$ cat src/rtl/seg_display_arbiter_if.sv
`default_nettype none
// ============================================================================
// Module      : seg_display_arbiter_if
// Description : Request/digit/grant/segment bundle shared by the three
//               display requesters (master) and the arbiter (slave).
// Revision    : 1.0 - initial release
// ============================================================================
interface seg_display_arbiter_if;
    logic       ena;
    logic [2:0] req;
    logic [3:0] digit0;
    logic [3:0] digit1;
    logic [3:0] digit2;
    logic [2:0] gnt;
    logic [7:0] seg;
    logic       busy;
    logic [1:0] owner;

    modport master (
        output ena, req, digit0, digit1, digit2,
        input  gnt, seg, busy, owner
    );

    modport slave (
        input  ena, req, digit0, digit1, digit2,
        output gnt, seg, busy, owner
    );
endinterface
`default_nettype wire

$ cat src/rtl/seg_display_arbiter.sv
`default_nettype none
// ============================================================================
// Module      : seg_display_arbiter
// Description : Round-robin arbiter granting one of three requesters the
//               seven-segment display for a guaranteed minimum hold time.
// Revision    : 1.0 - initial release
// ============================================================================
module seg_display_arbiter #(
    parameter int HOLD_CYCLES = 4
) (
    input  wire logic              clk,
    input  wire logic              rst_n,
    seg_display_arbiter_if.slave   bus
);

    localparam logic [7:0] C_SEG_DASH = 8'b0000_0010;
    localparam logic [7:0] C_HOLD_RLD = 8'(HOLD_CYCLES - 1);

    typedef enum logic [0:0] {
        IDLE = 1'b0,
        SHOW = 1'b1
    } state_t;

    state_t     r_state;
    logic [7:0] r_counter;
    logic [1:0] r_last;
    logic [2:0] r_gnt;
    logic [7:0] r_seg;
    logic       r_busy;
    logic [1:0] r_owner;

    logic [1:0] w_cand1;
    logic [1:0] w_cand2;
    logic       w_other_valid;
    logic [1:0] w_other_idx;
    logic       w_self_req;
    logic       w_do_grant;
    logic [1:0] w_grant_idx;

    function automatic logic [7:0] f_encode(input logic [3:0] d);
        case (d)
            4'd0:    f_encode = 8'b1111_1101;
            4'd1:    f_encode = 8'b1100_0001;
            4'd2:    f_encode = 8'b0110_1111;
            4'd3:    f_encode = 8'b1110_0111;
            4'd4:    f_encode = 8'b1101_0011;
            4'd5:    f_encode = 8'b1011_0111;
            4'd6:    f_encode = 8'b1011_1111;
            4'd7:    f_encode = 8'b1110_0001;
            4'd8:    f_encode = 8'b1111_1111;
            4'd9:    f_encode = 8'b1111_0111;
            default: f_encode = 8'b0000_0000;
        endcase
    endfunction

    function automatic logic [1:0] f_next(input logic [1:0] i);
        f_next = (i == 2'd2) ? 2'd0 : i + 2'd1;
    endfunction

    function automatic logic [3:0] f_digit(input logic [1:0] i,
                                           input logic [3:0] d0,
                                           input logic [3:0] d1,
                                           input logic [3:0] d2);
        case (i)
            2'd0:    f_digit = d0;
            2'd1:    f_digit = d1;
            default: f_digit = d2;
        endcase
    endfunction

    // Round-robin candidate search; r_last equals the owner while in SHOW,
    // so the "other" candidates are always the two non-owner requesters.
    always_comb begin
        w_cand1       = f_next(r_last);
        w_cand2       = f_next(w_cand1);
        w_other_valid = 1'b0;
        w_other_idx   = w_cand1;
        if (bus.req[w_cand1]) begin
            w_other_valid = 1'b1;
            w_other_idx   = w_cand1;
        end else if (bus.req[w_cand2]) begin
            w_other_valid = 1'b1;
            w_other_idx   = w_cand2;
        end
        w_self_req  = bus.req[r_last];
        w_do_grant  = 1'b0;
        w_grant_idx = w_other_idx;
        if (r_state == IDLE) begin
            w_do_grant  = w_other_valid || w_self_req;
            w_grant_idx = w_other_valid ? w_other_idx : r_last;
        end else if (r_counter == 8'd0) begin
            w_do_grant  = w_other_valid;
            w_grant_idx = w_other_idx;
        end
    end

    // Arbitration FSM with registered grant, segment and status outputs.
    always_ff @(posedge clk or negedge rst_n) begin
        if (!rst_n) begin
            r_state   <= IDLE;
            r_counter <= 8'd0;
            r_last    <= 2'd2;
            r_gnt     <= 3'b000;
            r_seg     <= C_SEG_DASH;
            r_busy    <= 1'b0;
            r_owner   <= 2'd0;
        end else if (bus.ena) begin
            if (w_do_grant) begin
                r_state   <= SHOW;
                r_gnt     <= 3'(3'b001 << w_grant_idx);
                r_owner   <= w_grant_idx;
                r_last    <= w_grant_idx;
                r_busy    <= 1'b1;
                r_seg     <= f_encode(f_digit(w_grant_idx, bus.digit0,
                                              bus.digit1, bus.digit2));
                r_counter <= C_HOLD_RLD;
            end else if (r_state == SHOW) begin
                if (r_counter != 8'd0) begin
                    r_counter <= r_counter - 8'd1;
                end else if (w_self_req) begin
                    // Sole requester past expiry keeps the display and
                    // refreshes its digit every cycle.
                    r_seg <= f_encode(f_digit(r_owner, bus.digit0,
                                              bus.digit1, bus.digit2));
                end else begin
                    r_state <= IDLE;
                    r_gnt   <= 3'b000;
                    r_busy  <= 1'b0;
                    r_seg   <= C_SEG_DASH;
                end
            end
        end
    end

    assign bus.gnt   = r_gnt;
    assign bus.seg   = r_seg;
    assign bus.busy  = r_busy;
    assign bus.owner = r_owner;

endmodule
`default_nettype wire

$ cat src/flat_wrapper.sv
// flat-port wrapper written by rule: the top's interface ports become plain ports
module seg_display_arbiter_flat 
#(
    parameter int HOLD_CYCLES = 4
)
  (clk, rst_n, bus_ena, bus_req, bus_digit0, bus_digit1, bus_digit2, bus_gnt, bus_seg, bus_busy, bus_owner);
  seg_display_arbiter_if bus_i ();
  input  wire logic clk;
  input  wire logic rst_n;
  input wire logic [$bits(bus_i.ena)-1:0] bus_ena;
  input wire logic [$bits(bus_i.req)-1:0] bus_req;
  input wire logic [$bits(bus_i.digit0)-1:0] bus_digit0;
  input wire logic [$bits(bus_i.digit1)-1:0] bus_digit1;
  input wire logic [$bits(bus_i.digit2)-1:0] bus_digit2;
  output wire logic [$bits(bus_i.gnt)-1:0] bus_gnt;
  output wire logic [$bits(bus_i.seg)-1:0] bus_seg;
  output wire logic [$bits(bus_i.busy)-1:0] bus_busy;
  output wire logic [$bits(bus_i.owner)-1:0] bus_owner;
  assign bus_i.ena = bus_ena;
  assign bus_i.req = bus_req;
  assign bus_i.digit0 = bus_digit0;
  assign bus_i.digit1 = bus_digit1;
  assign bus_i.digit2 = bus_digit2;
  assign bus_gnt = bus_i.gnt;
  assign bus_seg = bus_i.seg;
  assign bus_busy = bus_i.busy;
  assign bus_owner = bus_i.owner;
  seg_display_arbiter #(.HOLD_CYCLES(HOLD_CYCLES)) u_core (.clk(clk), .rst_n(rst_n), .bus(bus_i));
endmodule
$ cat config.mk
export PLATFORM = sky130hd
export DESIGN_NAME = seg_display_arbiter_flat
export DESIGN_NICKNAME = d
export VERILOG_FILES = /design/src/rtl/seg_display_arbiter_if.sv /design/src/rtl/seg_display_arbiter.sv /design/src/flat_wrapper.sv
export SDC_FILE = /design/constraint.sdc
export NUM_CORES = 1
export LEC_CHECK = 0
export CORE_ASPECT_RATIO = 2
export CORE_MARGIN = 5
export CORE_UTILIZATION = 56
export CTS_BUF_LIST = sky130_fd_sc_hd__clkbuf_8
export DETAILED_ROUTE_END_ITERATION = 7
export GPL_ROUTABILITY_DRIVEN = 0
export GPL_TIMING_DRIVEN = 0
export PLACE_DENSITY = 0.84
export SLEW_MARGIN = 20
export SYNTH_ARGS = -nofsm -noshare
export SYNTH_HDL_FRONTEND = slang
export SYNTH_SLANG_ARGS = --single-unit
$ cat constraint.sdc
create_clock -name clk -period 3.7 [get_ports clk]
set_input_delay 0.74 -clock clk [delete_from_list [all_inputs] [get_ports clk]]
set_output_delay 0.74 -clock clk [all_outputs]
set_load 0.03 [all_outputs]
Word-level counts from Yosys, hierarchy flattened. Memories as Yosys holds them, arrays and structs flattened. Index checks and enable logic that the tools add are counted.

Add/subtract/negate cells: 3. $mul: 0. Divide/modulo/power cells: 0. Magnitude comparators: 3. Eq/ne operators: 6. Shift operators: 1. Multiplexer cells: 44. Bitwise gates (word level): 0. Reductions and logical operators: 11.

Operators with widths (number): 8-bit two-way mux (7); 4-bit two-way mux (7); 4-bit case mux with 2 select lines (2); 1-bit two-way mux (15); 2-bit two-way mux (6); 3-bit two-way mux (4); 2-bit by 3-bit less-than comparator with 1-bit output, second input constant (3); 8-bit logical NOT (1); 8-bit nonzero test (1); 8-bit by 1-bit subtractor with 8-bit output, second input constant (1); 1-bit binary-select mux with 2-bit select (3); 3-bit AND reduction (2); 2-bit by 1-bit adder with 2-bit output, second input constant (2); 2-bit by 1-bit == test with 1-bit output, second input constant (2); 2-bit == test, second input constant (2); 2-bit logical NOT (2); 4-bit AND reduction (1); 2-bit nonzero test (2); 1-bit by 2-bit << shifter with 3-bit output, first input constant (1); 2-bit by 1-bit != test with 1-bit output, second input constant (1); 2-bit != test, second input constant (1); 2-bit AND reduction (1); 1-bit logical OR (1).

Register bits after elaboration: 25. Bits in latches: 0. Bits in writable memories: 0. Bits in read-only memories: 256. Bits of input ports: 18. Word-level logic and storage cells: 77. Memories: 2.

Memories: (name not given) (depth 16, bits a word 8, read ports 1, clocked after memory_dff 0, write ports 0, RTL line seg_display_arbiter.sv:41) `case (d)`; (name not given) (depth 16, bits a word 8, read ports 1, clocked after memory_dff 0, write ports 0, RTL line seg_display_arbiter.sv:41).

Depth between registers and ports, before layout. An unclocked memory read counts as a cell.

Depth after elaboration: 17. Gate-level depth with buffers: 11. Gate-level depth less buffers: 10.

Worst setup path after synthesis. Ideal clock, no wire load.

Path kind: input to register. From: input port bus_req[0]. To: register u_core.r_seg[2], in the netlist u_core.bus.seg[2]. Arrival time: 2.804 ns. Data required time: 3.576 ns. Path slack: 0.772 ns. Stages on the path: 10. Path through: buf_2 -> or3b_2 -> o221ai_2 -> or2b_1 -> o221ai_1 -> inv_1 -> ha_1 -> nand3_1 -> o21ai_0 -> a211o_1.

Cells in the longest elaborated chain, start to end: 12. Elaborated cells between the ends (all ways): 28. Classes of those cells: eq/ne: 2; mux: 21; reduce/logical: 4; memory: 1.

RTL lines: start: declaration (RTL line flat_wrapper.sv:11) `input wire logic [$bits(bus_i.req)-1:0] bus_req;`; 1-bit binary-select mux with 2-bit select (RTL line seg_display_arbiter.sv:81) `end else if (bus.req[w_cand2]) begin`; 1-bit two-way mux (implied by the code) (RTL line seg_display_arbiter.sv:81); 2-bit two-way mux or 1-bit two-way mux (tied branches) (RTL line seg_display_arbiter.sv:81); 2-bit two-way mux or 1-bit two-way mux (tied branches) (RTL line seg_display_arbiter.sv:78) `if (bus.req[w_cand1]) begin`; 2-bit two-way mux (RTL line seg_display_arbiter.sv:90) `w_grant_idx = w_other_valid ? w_other_idx : r_last;`; 2-bit two-way mux (RTL line seg_display_arbiter.sv:88) `if (r_state == IDLE) begin`; 2-bit by 1-bit == test with 1-bit output or 2-bit logical NOT (tied branches) (RTL line seg_display_arbiter.sv:64) `case (i)`; 4-bit case mux with 2 select lines (RTL line seg_display_arbiter.sv:64); 4-bit two-way mux (RTL line seg_display_arbiter.sv:108) `if (w_do_grant) begin`; 4-bit two-way mux (RTL line seg_display_arbiter.sv:107) `end else if (bus.ena) begin`; memory read 16 x 8 bit; 8-bit two-way mux (RTL line seg_display_arbiter.sv:108); end signal: assignment (RTL line seg_display_arbiter.sv:114) `r_seg <= f_encode(f_digit(w_grant_idx, bus.digit0,`; end signal: assignment (RTL line seg_display_arbiter.sv:123) `r_seg <= f_encode(f_digit(r_owner, bus.digit0,`; end: declaration (RTL line seg_display_arbiter.sv:28) `logic [7:0] r_seg;`.

Parallel ways exist; a longest one is shown, timed or not. The select of a mux whose other input is x is not followed. A chain may end at the register's enable or synchronous reset.

Final worst setup path.
From: input port bus_req[1]. To: register u_core.r_seg[2], in the netlist u_core.bus.seg[2].

Same word-level chain as after synthesis.

==> impl_metrics.tcl <==
set metrics [dict create \
    outcome "finished, final reports clean" \
    wirelength_mm 4.94 \
    cts_made_buffers 3 \
    setup_ws_ns 0.355 \
    rr_worst_depth 9 \
    worstPathMaxFanout 8 \
    syn2layout_area_growth_pct 21.0 \
    worstSkewPairLatency_ns 0.28 \
    nFillCells 265 \
    final-instance-count-excl-fill 308 \
    syn_avg_cell_area_um2 8.74 \
    r2r_end "u_core.bus.seg[2]" \
    post-route-drc-count 0 \
    grt_pass1_vias 1746 \
    core-area_mm2 0.00342 \
    cts-root-buf "clkbuf_8" \
    synth_enable_flop_cells 0 \
    path_buf_inv 2 \
    routed-via-count 1814 \
    syn_nets 258 \
    preCtsSetupSlack_ns 0.0831 \
    timing.setup.tns_ns 0 \
    p_per_area_mw_per_mm2 789 \
    synthArstFlopShare_pct 100 \
    grt_pass1_wl_mm 7.94 \
    die_h_um 94.2 \
    cp-end-kind "flip-flop" \
    finalSetupViolCount 0 \
    chipWidth_um 52.1 \
    postSynthCellCount 227 \
    irDropWorstVdd_mv 0.575 \
    placed_area_mm2 0.00233 \
    drive_gt1_share_pct 11.2 \
    design_area_mm2 0.00240 \
    synth.top_cell.area_share_pct 27.7 \
    hold_viol_final 0 \
    min_period_over_period_pct 90.4 \
    detail_route.wl_per_cell_um 16.0 \
    crit_required_ns 3.87 \
    ant_nets 0 \
    antenna_cells 0 \
    drt_iter0_markers 51 \
    cp.depth 10 \
    met3_usage_pct 2.07 \
    dp_cells 304 \
    path_clk_slew_ns 0.09 \
    path_cells "clkdlybuf4s50_1 -> or3b_2 -> o221ai_2 -> or2b_1 -> o221ai_1 -> inv_1 -> ha_1 -> nand3_1 -> o21ai_0 -> a211o_1" \
    synth.distinct_cells 57 \
    regToRegStartpoint "u_core.r_last[1]" \
    crit_arrival_ns 3.51 \
    r2r_slack_ns 0.80 \
    path_class "primary input to flip-flop" \
    ys_dominant_reg_cell "dfrtp_1" \
    relSlewSlack_pct 49.9 \
    worstMarginPinSlew_ns 0.751 \
    worst_hold_path_type "primary input to async pin" \
    post_cts_resized 0 \
    hpwl_mm 3.87 \
    io_buffers 29 \
    timing.max_cap.violations 0 \
    slew_violations 0 \
    ios 32 \
    ys_ff_latch 24 \
    die-area_mm2 0.00491 \
    grt_use_met1_pct 24.1 \
    finalPower_mw 1.90 \
    synth_area_leaders "dfrtp_1 28%, ha_1 8.2%, nand2_1 5.1%" \
    htreeDepth 1 \
    floorplan.initialDensity_pct 58.1 \
    viasPerCell 5.89 \
    post_cts_buffers 0 \
    rsz0062_at_grt "false" \
    grt_max_degree 25 \
    std_cell_rows 30 \
    clk_path_buf_depth 2 \
    syn_area_mm2 0.00198 \
    grtUsageTotal_pct 21.4 \
    cts_hold_buffers 0 \
    tritoncts "yes" \
    fmax_mhz 299 \
    cpPeakStageDelay_ns 0.54 \
    finalClockSkew_ns 0.00498 \
    yosysSeqAreaShare_pct 30.4 \
    antenna_found_initial 0 \
    fin_nets 292 \
    holdWs_ns 0.435 \
    slowest_stage "or3b_2" \
    yosysTopAreaCell "dfrtp_1" \
    grt_overflow 0 \
    drtPass1Iterations 7 \
    yosysWarnings 0 \
    cpLargestDelayFamily "compound AO/OA/AOI/OAI gates" \
    grt-busiest-layer "met2" \
    start_kind "primary input" \
    period_needed_ns 3.34 \
    grt.met2_usage_pct 38.0 \
    leakagePower_nw 1.05 \
    final_core_util_pct 70.3 \
    cts_sinks 24 \
]
-- flip-flops by register name, indices dropped and copies added, names as in the netlist --
name	cells
u_core.r_last	1
u_core.bus.busy	1
u_core.bus.owner	2
u_core.bus.gnt	3
u_core.r_counter	8
u_core.bus.seg	8
u_core.r_state	1
-- cell type report --
cell class	count	area (µm²)	share of cell area (%)
buffer	11	53.8	2.24
clock buffer	3	41.3	1.72
clock inverter	1	30.0	1.25
inverter	12	45.0	1.88
multi-input combinational	180	1280	53.4
sequential	24	603	25.1
tap	48	60.1	2.50
timing repair buffer	29	285	11.9
-- cell families (layout without fill, tap and decap cells) --
kind of cell,Yosys count,count (layout),synth area share [%]
AO/OA/AOI/OAI,58,58,22.6
XOR/XNOR,6,6,2.65
adder cells (fa/ha/maj),13,13,8.20
buffers and inverters,23,56,4.98
flip-flops,24,24,30.4
multiplexers,16,16,8.57
AND/OR/NAND/NOR,87,87,22.6
-- per-layer routing --
metal / vias up / part of all wire (%) / wire length [µm]
met5: - / 0 / 0
met4: 0 / 3.6 / 177
met3: 15 / 3.2 / 158
met2: 46 / 53 / 2600
met1: 857 / 41 / 2010
li1: 896 / - / -
-- cell usage after synthesis, drive strengths merged (3+ instances only) --
| library cell | n |
|---|---|
| a211oi | 3 |
| and2 | 4 |
| o21a | 3 |
| nand2b | 3 |
| inv | 11 |
| nor2b | 3 |
| a222oi | 3 |
| mux2 | 5 |
| nand2 | 28 |
| a21oi | 5 |
| o211ai | 3 |
| nor2 | 18 |
| nand3 | 8 |
| a21bo | 3 |
| clkbuf | 5 |
| nor3 | 5 |
| mux2i | 11 |
| a211o | 4 |
| dfrtp | 22 |
| o21ai | 10 |
| buf | 6 |
| ha | 13 |
| xor2 | 6 |
| a31oi | 3 |
-- where the power goes --
part	leakage, nW	switching (mW)	internal (mW)
Combinational	0.726	0.668	0.501
Clock	0.0357	0.0911	0.145
Sequential	0.284	0.0987	0.392
Total	1.05	0.857	1.04
-- how the worst max path moves through the flow --
stage | to | from | slack (ns)
2_1_floorplan | u_core.bus.seg[2] | bus_req[0] | 0.77
3_3_place_gp | u_core.bus.seg[2] | bus_req[1] | 0.11
3_5_place_dp | u_core.bus.seg[2] | bus_req[1] | 0.08
4_1_cts | u_core.bus.seg[2] | bus_req[1] | 0.36
5_1_grt | u_core.bus.seg[2] | bus_req[1] | 0.17
6_report | u_core.bus.seg[2] | bus_req[1] | 0.36
-- placed cells by master (no fill, tap or decap), types with 6 or more instances in the layout --
| master | synthesis | final |
|---|---|---|
| inv_1 | 11 | 11 |
| xor2_1 | 6 | 6 |
| nand3_1 | 8 | 8 |
| mux2i_1 | 10 | 10 |
| clkdlybuf4s50_1 | 0 | 28 |
| nor2_1 | 18 | 18 |
| nand2_1 | 27 | 27 |
| o21ai_0 | 10 | 10 |
| ha_1 | 13 | 13 |
| dfrtp_1 | 22 | 22 |
Power figures use the tool's default switching activity.
